[src/rtl/car_actuator.sv]
// Vehicle-side actuator: ramps car_speed on a prescaled tick under a drive FSM,
// and runs a door FSM interlocked against motion and speed.
module car_actuator #(
  parameter int unsigned TICK_DIV   = 4,
  parameter int unsigned ACCEL_STEP = 2,
  parameter int unsigned DECEL_STEP = 4,
  parameter int unsigned MAX_SPEED  = 200,
  parameter int unsigned DOOR_DELAY = 3
) (
  input  logic       clk,
  input  logic       rst,
  input  logic       accelerate_car,
  input  logic       unlock_door,
  input  logic       door_open_req,
  output logic [7:0] car_speed,
  output logic [1:0] drive_state,
  output logic [1:0] door_state,
  output logic       door_open,
  output logic       at_max
);

  localparam logic [1:0] DRV_IDLE  = 2'b00;
  localparam logic [1:0] DRV_ACCEL = 2'b01;
  localparam logic [1:0] DRV_BRAKE = 2'b10;

  localparam logic [1:0] DOOR_LOCKED   = 2'b00;
  localparam logic [1:0] DOOR_UNLOCKED = 2'b01;
  localparam logic [1:0] DOOR_OPEN     = 2'b10;
  localparam logic [1:0] DOOR_CLOSING  = 2'b11;

  // Close counter only has to reach DOOR_DELAY-1.
  localparam int unsigned CW = (DOOR_DELAY > 1) ? $clog2(DOOR_DELAY) : 1;

  logic [7:0]    tick_cnt;
  logic          tick;
  logic [CW-1:0] close_cnt;
  logic [CW-1:0] close_cnt_next;
  logic [1:0]    drive_next;
  logic [1:0]    door_next;
  logic [7:0]    speed_next;
  logic [8:0]    accel_sum;

  assign tick = (tick_cnt == 8'(TICK_DIV - 1));

  // NOTE: sequential state uses non-blocking (<=) so every register samples
  // the pre-edge values of the others, independent of statement order.
  // NOTE: every register here is reset asynchronously; there is no memory
  // array, so nothing is left to come up undefined.
  always_ff @(posedge clk or negedge rst) begin
    if (!rst) begin
      tick_cnt <= '0;
    end else if (tick) begin
      tick_cnt <= '0;
    end else begin
      tick_cnt <= tick_cnt + 8'd1;
    end
  end

  // Drive FSM; the door interlock masks acceleration unless locked.
  // NOTE: every always_comb output gets a default first so no path can infer a latch.
  always_comb begin
    drive_next = DRV_IDLE;
    if (accelerate_car && (door_state == DOOR_LOCKED)) begin
      drive_next = DRV_ACCEL;
    end else if (car_speed != 8'd0) begin
      drive_next = DRV_BRAKE;
    end
  end

  // Accelerate in 9 bits so the saturation compare never sees a wrapped sum.
  assign accel_sum = {1'b0, car_speed} + 9'(ACCEL_STEP);

  always_comb begin
    speed_next = car_speed;
    if (tick) begin
      case (drive_state)
        DRV_ACCEL: begin
          if (accel_sum >= 9'(MAX_SPEED)) begin
            speed_next = 8'(MAX_SPEED);
          end else begin
            speed_next = accel_sum[7:0];
          end
        end
        DRV_BRAKE: begin
          if (car_speed <= 8'(DECEL_STEP)) begin
            speed_next = 8'd0;
          end else begin
            speed_next = car_speed - 8'(DECEL_STEP);
          end
        end
        default: speed_next = car_speed;
      endcase
    end
  end

  always_comb begin
    door_next      = door_state;
    close_cnt_next = close_cnt;
    case (door_state)
      DOOR_LOCKED: begin
        if (unlock_door && (car_speed == 8'd0)) begin
          door_next = DOOR_UNLOCKED;
        end
      end
      DOOR_UNLOCKED: begin
        if (door_open_req) begin
          door_next = DOOR_OPEN;
        end else if (!unlock_door) begin
          door_next = DOOR_LOCKED;
        end
      end
      DOOR_OPEN: begin
        if (!door_open_req) begin
          door_next      = DOOR_CLOSING;
          close_cnt_next = '0;
        end
      end
      default: begin
        // Reopen wins over completing the close in the same cycle.
        if (door_open_req && unlock_door) begin
          door_next      = DOOR_OPEN;
          close_cnt_next = '0;
        end else if (close_cnt == CW'(DOOR_DELAY - 1)) begin
          door_next      = DOOR_LOCKED;
          close_cnt_next = '0;
        end else begin
          close_cnt_next = close_cnt + CW'(1);
        end
      end
    endcase
  end

  always_ff @(posedge clk or negedge rst) begin
    if (!rst) begin
      car_speed   <= 8'd0;
      drive_state <= DRV_IDLE;
      door_state  <= DOOR_LOCKED;
      close_cnt   <= '0;
    end else begin
      car_speed   <= speed_next;
      drive_state <= drive_next;
      door_state  <= door_next;
      close_cnt   <= close_cnt_next;
    end
  end

  assign door_open = (door_state == DOOR_OPEN);
  assign at_max    = (car_speed == 8'(MAX_SPEED));

endmodule

[config.mk]
export PLATFORM = sky130hd
export DESIGN_NAME = car_actuator
export DESIGN_NICKNAME = d
export VERILOG_FILES = /design/src/rtl/car_actuator.sv
export SDC_FILE = /design/constraint.sdc
export NUM_CORES = 1
export LEC_CHECK = 0
export BUFFER_PORTS_ARGS = -buffer_cell sky130_fd_sc_hd__buf_2
export CAP_MARGIN = 40
export CORE_MARGIN = 5
export CORE_UTILIZATION = 40
export DETAILED_ROUTE_END_ITERATION = 8
export HOLD_SLACK_MARGIN = 0.12
export PLACE_DENSITY_LB_ADDON = 0.15
export SLEW_MARGIN = 20
export SYNTH_ARGS = -nofsm -noshare
export SYNTH_HDL_FRONTEND = slang
export SYNTH_SLANG_ARGS = --single-unit
[constraint.sdc]
create_clock -name clk -period 2.35 [get_ports clk]
set_input_delay 0 -clock clk [delete_from_list [all_inputs] [get_ports clk]]
set_output_delay 0 -clock clk [all_outputs]
set_load 0.1 [all_outputs]
==> run metrics, run 1 <==
data required time of the worst path=roughly 2.5 ns; area added between synthesis and finish=14.7%; worst path arrival time=between 2 and 2.5 ns; clock buffer depth=2; count leader, synth=dfrtp_1; IO Count=19; die span in y=70.6 µm; WL met2=1670 µm; reg-to-reg slack, setup=slightly below 0.2 ns; Final #Nets=roughly 200; ANT cells=0; synth unique cells=50; DRT iter0 DRCs=approximately 130; MaxCap Viol Count=0; DR vias=between 1000 and 1500; Routed WL per cell=between 15 and 20 µm; setup bufs post-CTS=0; GRT Overall Usage=approximately 15%; # H-tree levels=1; root buffer cell=clkbuf_8; Clock transition at path regs=0.08 ns; Synthesis Warnings=0; crit end category=register; post-route worst setup slack=just under 0.2 ns; initial antenna violation count=0; core area=3610 µm²; synthesis-stage register bit count=21; crit-path max cell delay=around 0.48 ns; Seq/Total Area, Yosys=around 36%; pre-CTS WS=between 0.2 and 0.25 ns; met3 WL=between 150 and 200 µm; Detailed Route WL=approximately 3500 µm; Via density=5.66; CTS tree=done; cell accounting for the most synthesized area=dfrtp_1; fmax=roughly 460 MHz; DP Area=1600 µm²; Post-Syn Nets=~180; die area=~5000 µm²; largest net degree at the start of global routing=22; Reg2Reg Launch Point=car_speed[2]$_DFFE_PN0P_; RSZ-0062 raised after global routing=false; Worst Tran Pin Value=~0.52 ns; met1 WL=1680 µm; share of layout cells above drive strength 1=~24%; DR top layer=met4; Hold Vio Cnt, Final=0; Synth top area share=between 30% and 40%; min-delay worst type=input pin to asynchronous set/reset pin; CP Cell Sequence=ha_1, or3_1, o2111ai_1, a21oi_1, or4_1, a22oi_1; first drt pass iteration count=4; CP max-delay cell=or4_1; cell area after synthesis=~1500 µm²; final instance area=around 1700 µm²; Syn Area/Cell=around 9.0 µm²; Slew HR=between 60% and 70%; Worst Clk Skew=around 0.0032 ns; Die X=just over 70 µm; reg2reg end=car_speed[2]$_DFFE_PN0P_; global-route wire length before repair=approximately 6200 µm; crit path launch type=register; # DRC=0; status=completed; num rows=22; asr flop ratio synth=100%; cells after synthesis=around 160; initial core utilization=40.7%; grt ovf=0; final worst-path cycle share=91.8%; port bufs=17; r2r worst-path depth=6; Area contributors post-synth=dfrtp_1 36%, ha_1 6.8%, o21ai_0 5.1%; number of flops mapped to enable cells by yosys=0; endpoints failing setup=0; Worst-Skew Late Latency=0.26 ns; ys flop type=dfrtp_1; Final min period=between 2 and 2.5 ns; TritonCTS Buffers=3; Synth top cells by count=21 x dfrtp_1, 15 x o21ai_0, 11 x nand2_1, 10 x nor2_1, 9 x nand3_1; CP Class=register to register; CTS Sinks=21; Placer Congestion=between 0.8 and 0.9; post-detail-place hpwl=~2600 µm; number of global-route vias before repair=1307; Max Slew Vio Count=0; Antenna Nets Post-Route=0; worst-path fanout max=6
==> per-layer routing <==
layer | track usage [%] | vias to the layer above
met4 | 3.13 | 0
met3 | 2.98 | 2
met2 | 24.7 | 28
li1 | - | 645
met1 | 20.3 | 644
met5 | 0 | -
==> worst max-delay path: cells and delay by family (launching register included) <==
kind | cells | cell delay, ns
AND/OR/NAND/NOR | 2 | 0.87
AO/OA/AOI/OAI | 3 | 0.49
flip-flops | 1 | 0.44
adder cells (fa/ha/maj) | 1 | 0.26
==> layout make-up <==
type                            instances  area, µm²
Fill cell                             363       1920
Multi-Input combinational cell        126        853
Sequential cell                        21        532
Timing Repair Buffer                   26        163
Tap cell                               48       60.1
Clock buffer                            3       41.3
Inverter                                8       30.0
Clock inverter                          1       5.00
==> metrics by stage <==
stage | hold slack [ns] | cells | utilization (%) | setup TNS [ns]
4_1_cts | 0.251 | 233 | 46.7 | 0
3_5_place_dp | -0.00815 | 225 | 44.3 | 0
3_3_place_gp | -0.0161 | 225 | 44.3 | 0
2_1_floorplan | -0.296 | 163 | - | -0.208
5_1_grt | 0.289 | 233 | 46.7 | 0
6_report | 0.223 | 233 | 46.7 | 0
==> registers in the layout (all words and copies together), names as in the netlist <==
register	cells
drive_state	2
door_state	2
car_speed	7
tick_cnt	8
close_cnt	2
==> worst max path at each step <==
| stage | to | slack (ns) | cells after the start | from |
|---|---|---|---|---|
| floorplan | at_max | -0.21 | 3 | car_speed[7]$_DFFE_PN0P_ |
| global placement | car_speed[2]$_DFFE_PN0P_ | 0.28 | 6 | car_speed[2]$_DFFE_PN0P_ |
| detailed placement | car_speed[2]$_DFFE_PN0P_ | 0.22 | 6 | car_speed[2]$_DFFE_PN0P_ |
| CTS | car_speed[2]$_DFFE_PN0P_ | 0.20 | 6 | car_speed[2]$_DFFE_PN0P_ |
| global route | car_speed[2]$_DFFE_PN0P_ | 0.05 | 6 | car_speed[2]$_DFFE_PN0P_ |
| finish | car_speed[2]$_DFFE_PN0P_ | 0.19 | 6 | car_speed[2]$_DFFE_PN0P_ |
==> cells in the final DEF (no fill, tap or decap), types with 3 or more instances in the layout <==
master / count
nand3_1: 9
xor2_1: 3
nor2_1: 10
nor4_1: 7
nor2b_1: 3
nor3b_1: 3
xnor2_1: 5
dfrtp_1: 16
buf_2: 17
a31oi_1: 3
nand2_1: 11
dlygate4sd3_1: 4
o21ai_0: 15
inv_1: 8
ha_1: 8
dfrtp_2: 5
a21oi_1: 6
or2_2: 3
buf_4: 5
clkbuf_8: 3
==> timing repair <==
item	4_1_cts	5_1_grt
gates resized for setup	0	0
endpoints found under the setup margin	0	0
endpoints found under the hold margin	26	0
hold buffers	4	0
==> cell families after synthesis <==
| logic type | after synthesis | share of synthesized area (%) |
|---|---|---|
| flops | 21 | 35.8 |
| simple gates | 66 | 25.4 |
| buf+inv | 16 | 6.64 |
| xor+xnor | 8 | 4.77 |
| fa+ha+maj | 8 | 6.81 |
| mux | 1 | 0.681 |
| other cells | 1 | 0.255 |
| compound gates | 42 | 19.7 |
Power of run 1 is not shown: default switching activity piles up to over one toggle a cycle in this logic, so the estimate is an artifact.
==> run 2, diff against run 1 <==
Clock period 2.35 ns to 1.83 ns, I/O delays scaled along.
==> run metrics, run 2 (synthesis gave the netlist of run 1 again) <==
status=complete, but fails checks (was completed); failing checks=setup timing; CTS Sinks=21 (unchanged); max FFs per register=8 (unchanged); CP Cell Sequence=inv_2, ha_4, or4_4, or3_4, o32ai_2, a21oi_1, o221ai_2 (was ha_1, or3_1, o2111ai_1, a21oi_1, or4_1, a22oi_1); fmax=486 MHz (was 464 MHz); Die X=70.6 µm (unchanged); area added between synthesis and finish=48.2% (was 14.7%); initial antenna violation count=0 (unchanged); Detailed Route WL=4110 µm (was 3540 µm); CP Class=register to register (unchanged); reg2reg end=car_speed[4]$_DFFE_PN0P_ (was car_speed[2]$_DFFE_PN0P_); Clock transition at path regs=0.08 ns (about the same); Crit path depth=7 (was 6); DR vias=1482 (was 1319); Worst-Skew Late Latency=0.26 ns (about the same); Via density=5.47 (was 5.66); # DRC=0 (unchanged); TritonCTS Buffers=3 (unchanged); Reg with most FFs=tick_cnt (unchanged); die area=4980 µm² (unchanged); CP max-delay cell=dfrtp_4 (was or4_1); Hold Vio Cnt, Final=0 (unchanged); Placer Congestion=0.938 (was 0.835); number of global-route vias before repair=1455 (was 1307); ANT cells=0 (unchanged); # H-tree levels=1 (unchanged); crit-path max cell delay=0.48 ns (about the same); num rows=22 (unchanged); CTS tree=done (unchanged); final instance area=2180 µm² (was 1680 µm²); share of layout cells above drive strength 1=49.8% (was 24.3%); worst path arrival time=2.24 ns (was 2.33 ns); min-delay worst type=input pin to asynchronous set/reset pin (unchanged); r2r worst-path depth=7 (was 6); IO Count=19 (unchanged); Util after Layout=60.4% (was 46.7%); endpoints failing setup=6 (was 0); largest net degree at the start of global routing=22 (unchanged); Max Slew Vio Count=0 (unchanged); most frequent cells in the layout=39 x buf_4, 16 x buf_2, 13 x o21ai_0 (was 17 x buf_2, 16 x dfrtp_1, 15 x o21ai_0); Worst Clk Skew=0.00387 ns (was 0.00319 ns); final worst-path cycle share=112% (was 91.8%); leading cell type in the layout, fill and taps excluded=buf_4 (was buf_2); Reg2Reg Launch Point=drive_state[0]$_DFF_PN0_ (was car_speed[2]$_DFFE_PN0P_); buffers and inverters on the worst path=1 (was 0); crit path launch type=register (unchanged); DRT iter0 DRCs=63 (was 129); pre-CTS WS=-0.236 ns (was 0.216 ns); Final Power=between 3000 and 4000 µW; port bufs=17 (unchanged); DP Area=1920 µm² (was 1600 µm²); RSZ-0062 raised after global routing=true (was false); global-route wire length before repair=6890 µm (was 6220 µm); Routed WL per cell=15.2 µm (about the same); post-detail-place hpwl=2970 µm (was 2620 µm); CP top delay family=simple AND/OR/NAND/NOR gates (unchanged); data required time of the worst path=2.01 ns (was 2.53 ns); worst-path fanout max=4 (was 6); maximum vdd drop=1.38 mV; core area=3610 µm² (unchanged); clock buffer depth=2 (unchanged); grt ovf=0 (unchanged); Fillers=314 (was 363); first drt pass iteration count=4 (unchanged); Final min period=2.06 ns (was 2.16 ns); root buffer cell=clkbuf_8 (unchanged); CP Capture Point=car_speed[4]$_DFFE_PN0P_ (was car_speed[2]$_DFFE_PN0P_); GRT Overall Usage=16.8% (was 14.9%); crit end category=register (unchanged); post-route worst setup slack=-0.226 ns (was 0.194 ns); Final #Nets=237 (was 199); reg-to-reg slack, setup=-0.23 ns (was 0.19 ns); die span in y=70.6 µm (unchanged); Leak Pwr=around 0.00099 µW; largest registers=tick_cnt (8), car_speed (7) (unchanged); initial core utilization=40.7% (unchanged); MaxCap Viol Count=0 (unchanged); Antenna Nets Post-Route=0 (unchanged); Pwr Density=1690 nW/µm²; CP startpoint=drive_state[0]$_DFF_PN0_ (was car_speed[2]$_DFFE_PN0P_)
==> run 2: what timing repair did <==
action / CTS / global route
setup buffers: 2 / 2
pin swaps: 7 / 5
hold buffers: 4 / 0
endpoints found under the hold margin: 26 / 0
resized for setup: 18 / 14
setup endpoints to repair: 7 / 10
==> run 2: per-layer routing <==
layer,part of all wire [%],global-route usage [%]
met3,4.4,1.85
met2,51,29.8
met4,1.4,4.80
met1,43,21.6
met5,0,0
==> run 2: area by class of cell <==
| cell class | instances | area [µm²] | share of cell area, % |
|---|---|---|---|
| clock buffer | 3 | 41.3 | 1.90 |
| clock inverter | 1 | 5.00 | 0.230 |
| inverter | 8 | 32.5 | 1.49 |
| multi-input combinational | 126 | 1010 | 46.4 |
| sequential | 21 | 549 | 25.2 |
| tap | 48 | 60.1 | 2.76 |
| timing repair buffer | 64 | 478 | 22.0 |
==> run 2: power by group <==
group	internal, µW	total [µW]	switching (µW)
Clock	152	307	155
Sequential	614	788	174
Combinational	873	2590	1710
Total	1640	3680	2040
==> run 2: worst min-delay path by stage <==
stage | to | slack [ns] | cells past startpoint
after floorplan | car_speed[3]$_DFFE_PN0P_ | -0.30 | 0
after global placement | door_state[1]$_DFFE_PN0P_ | -0.02 | 1
after detailed placement | door_state[1]$_DFFE_PN0P_ | -0.01 | 1
after CTS | door_state[1]$_DFFE_PN0P_ | 0.23 | 2
after global routing | door_state[0]$_DFFE_PN0P_ | 0.29 | 2
final | door_state[1]$_DFFE_PN0P_ | 0.21 | 2
==> run 2: worst register-to-register path, stage by stage (launching register included) <==
cell and delay (ns):
dfrtp_4 0.48, inv_2 0.07, ha_4 0.19, or4_4 0.43, or3_4 0.37, o32ai_2 0.20
a21oi_1 0.08, o221ai_2 0.15
==> run 2: stage by stage <==
| stage | setup TNS (ns) | cells | hold WS, ns |
|---|---|---|---|
| after floorplan | -1.64 | 163 | -0.296 |
| after global placement | -0.814 | 259 | -0.0183 |
| after detailed placement | -1.01 | 259 | -0.0125 |
| after CTS | -0.799 | 269 | 0.232 |
| after global routing | -1.29 | 271 | 0.286 |
| final | -0.713 | 271 | 0.215 |
Power figures use the tool's default switching activity.
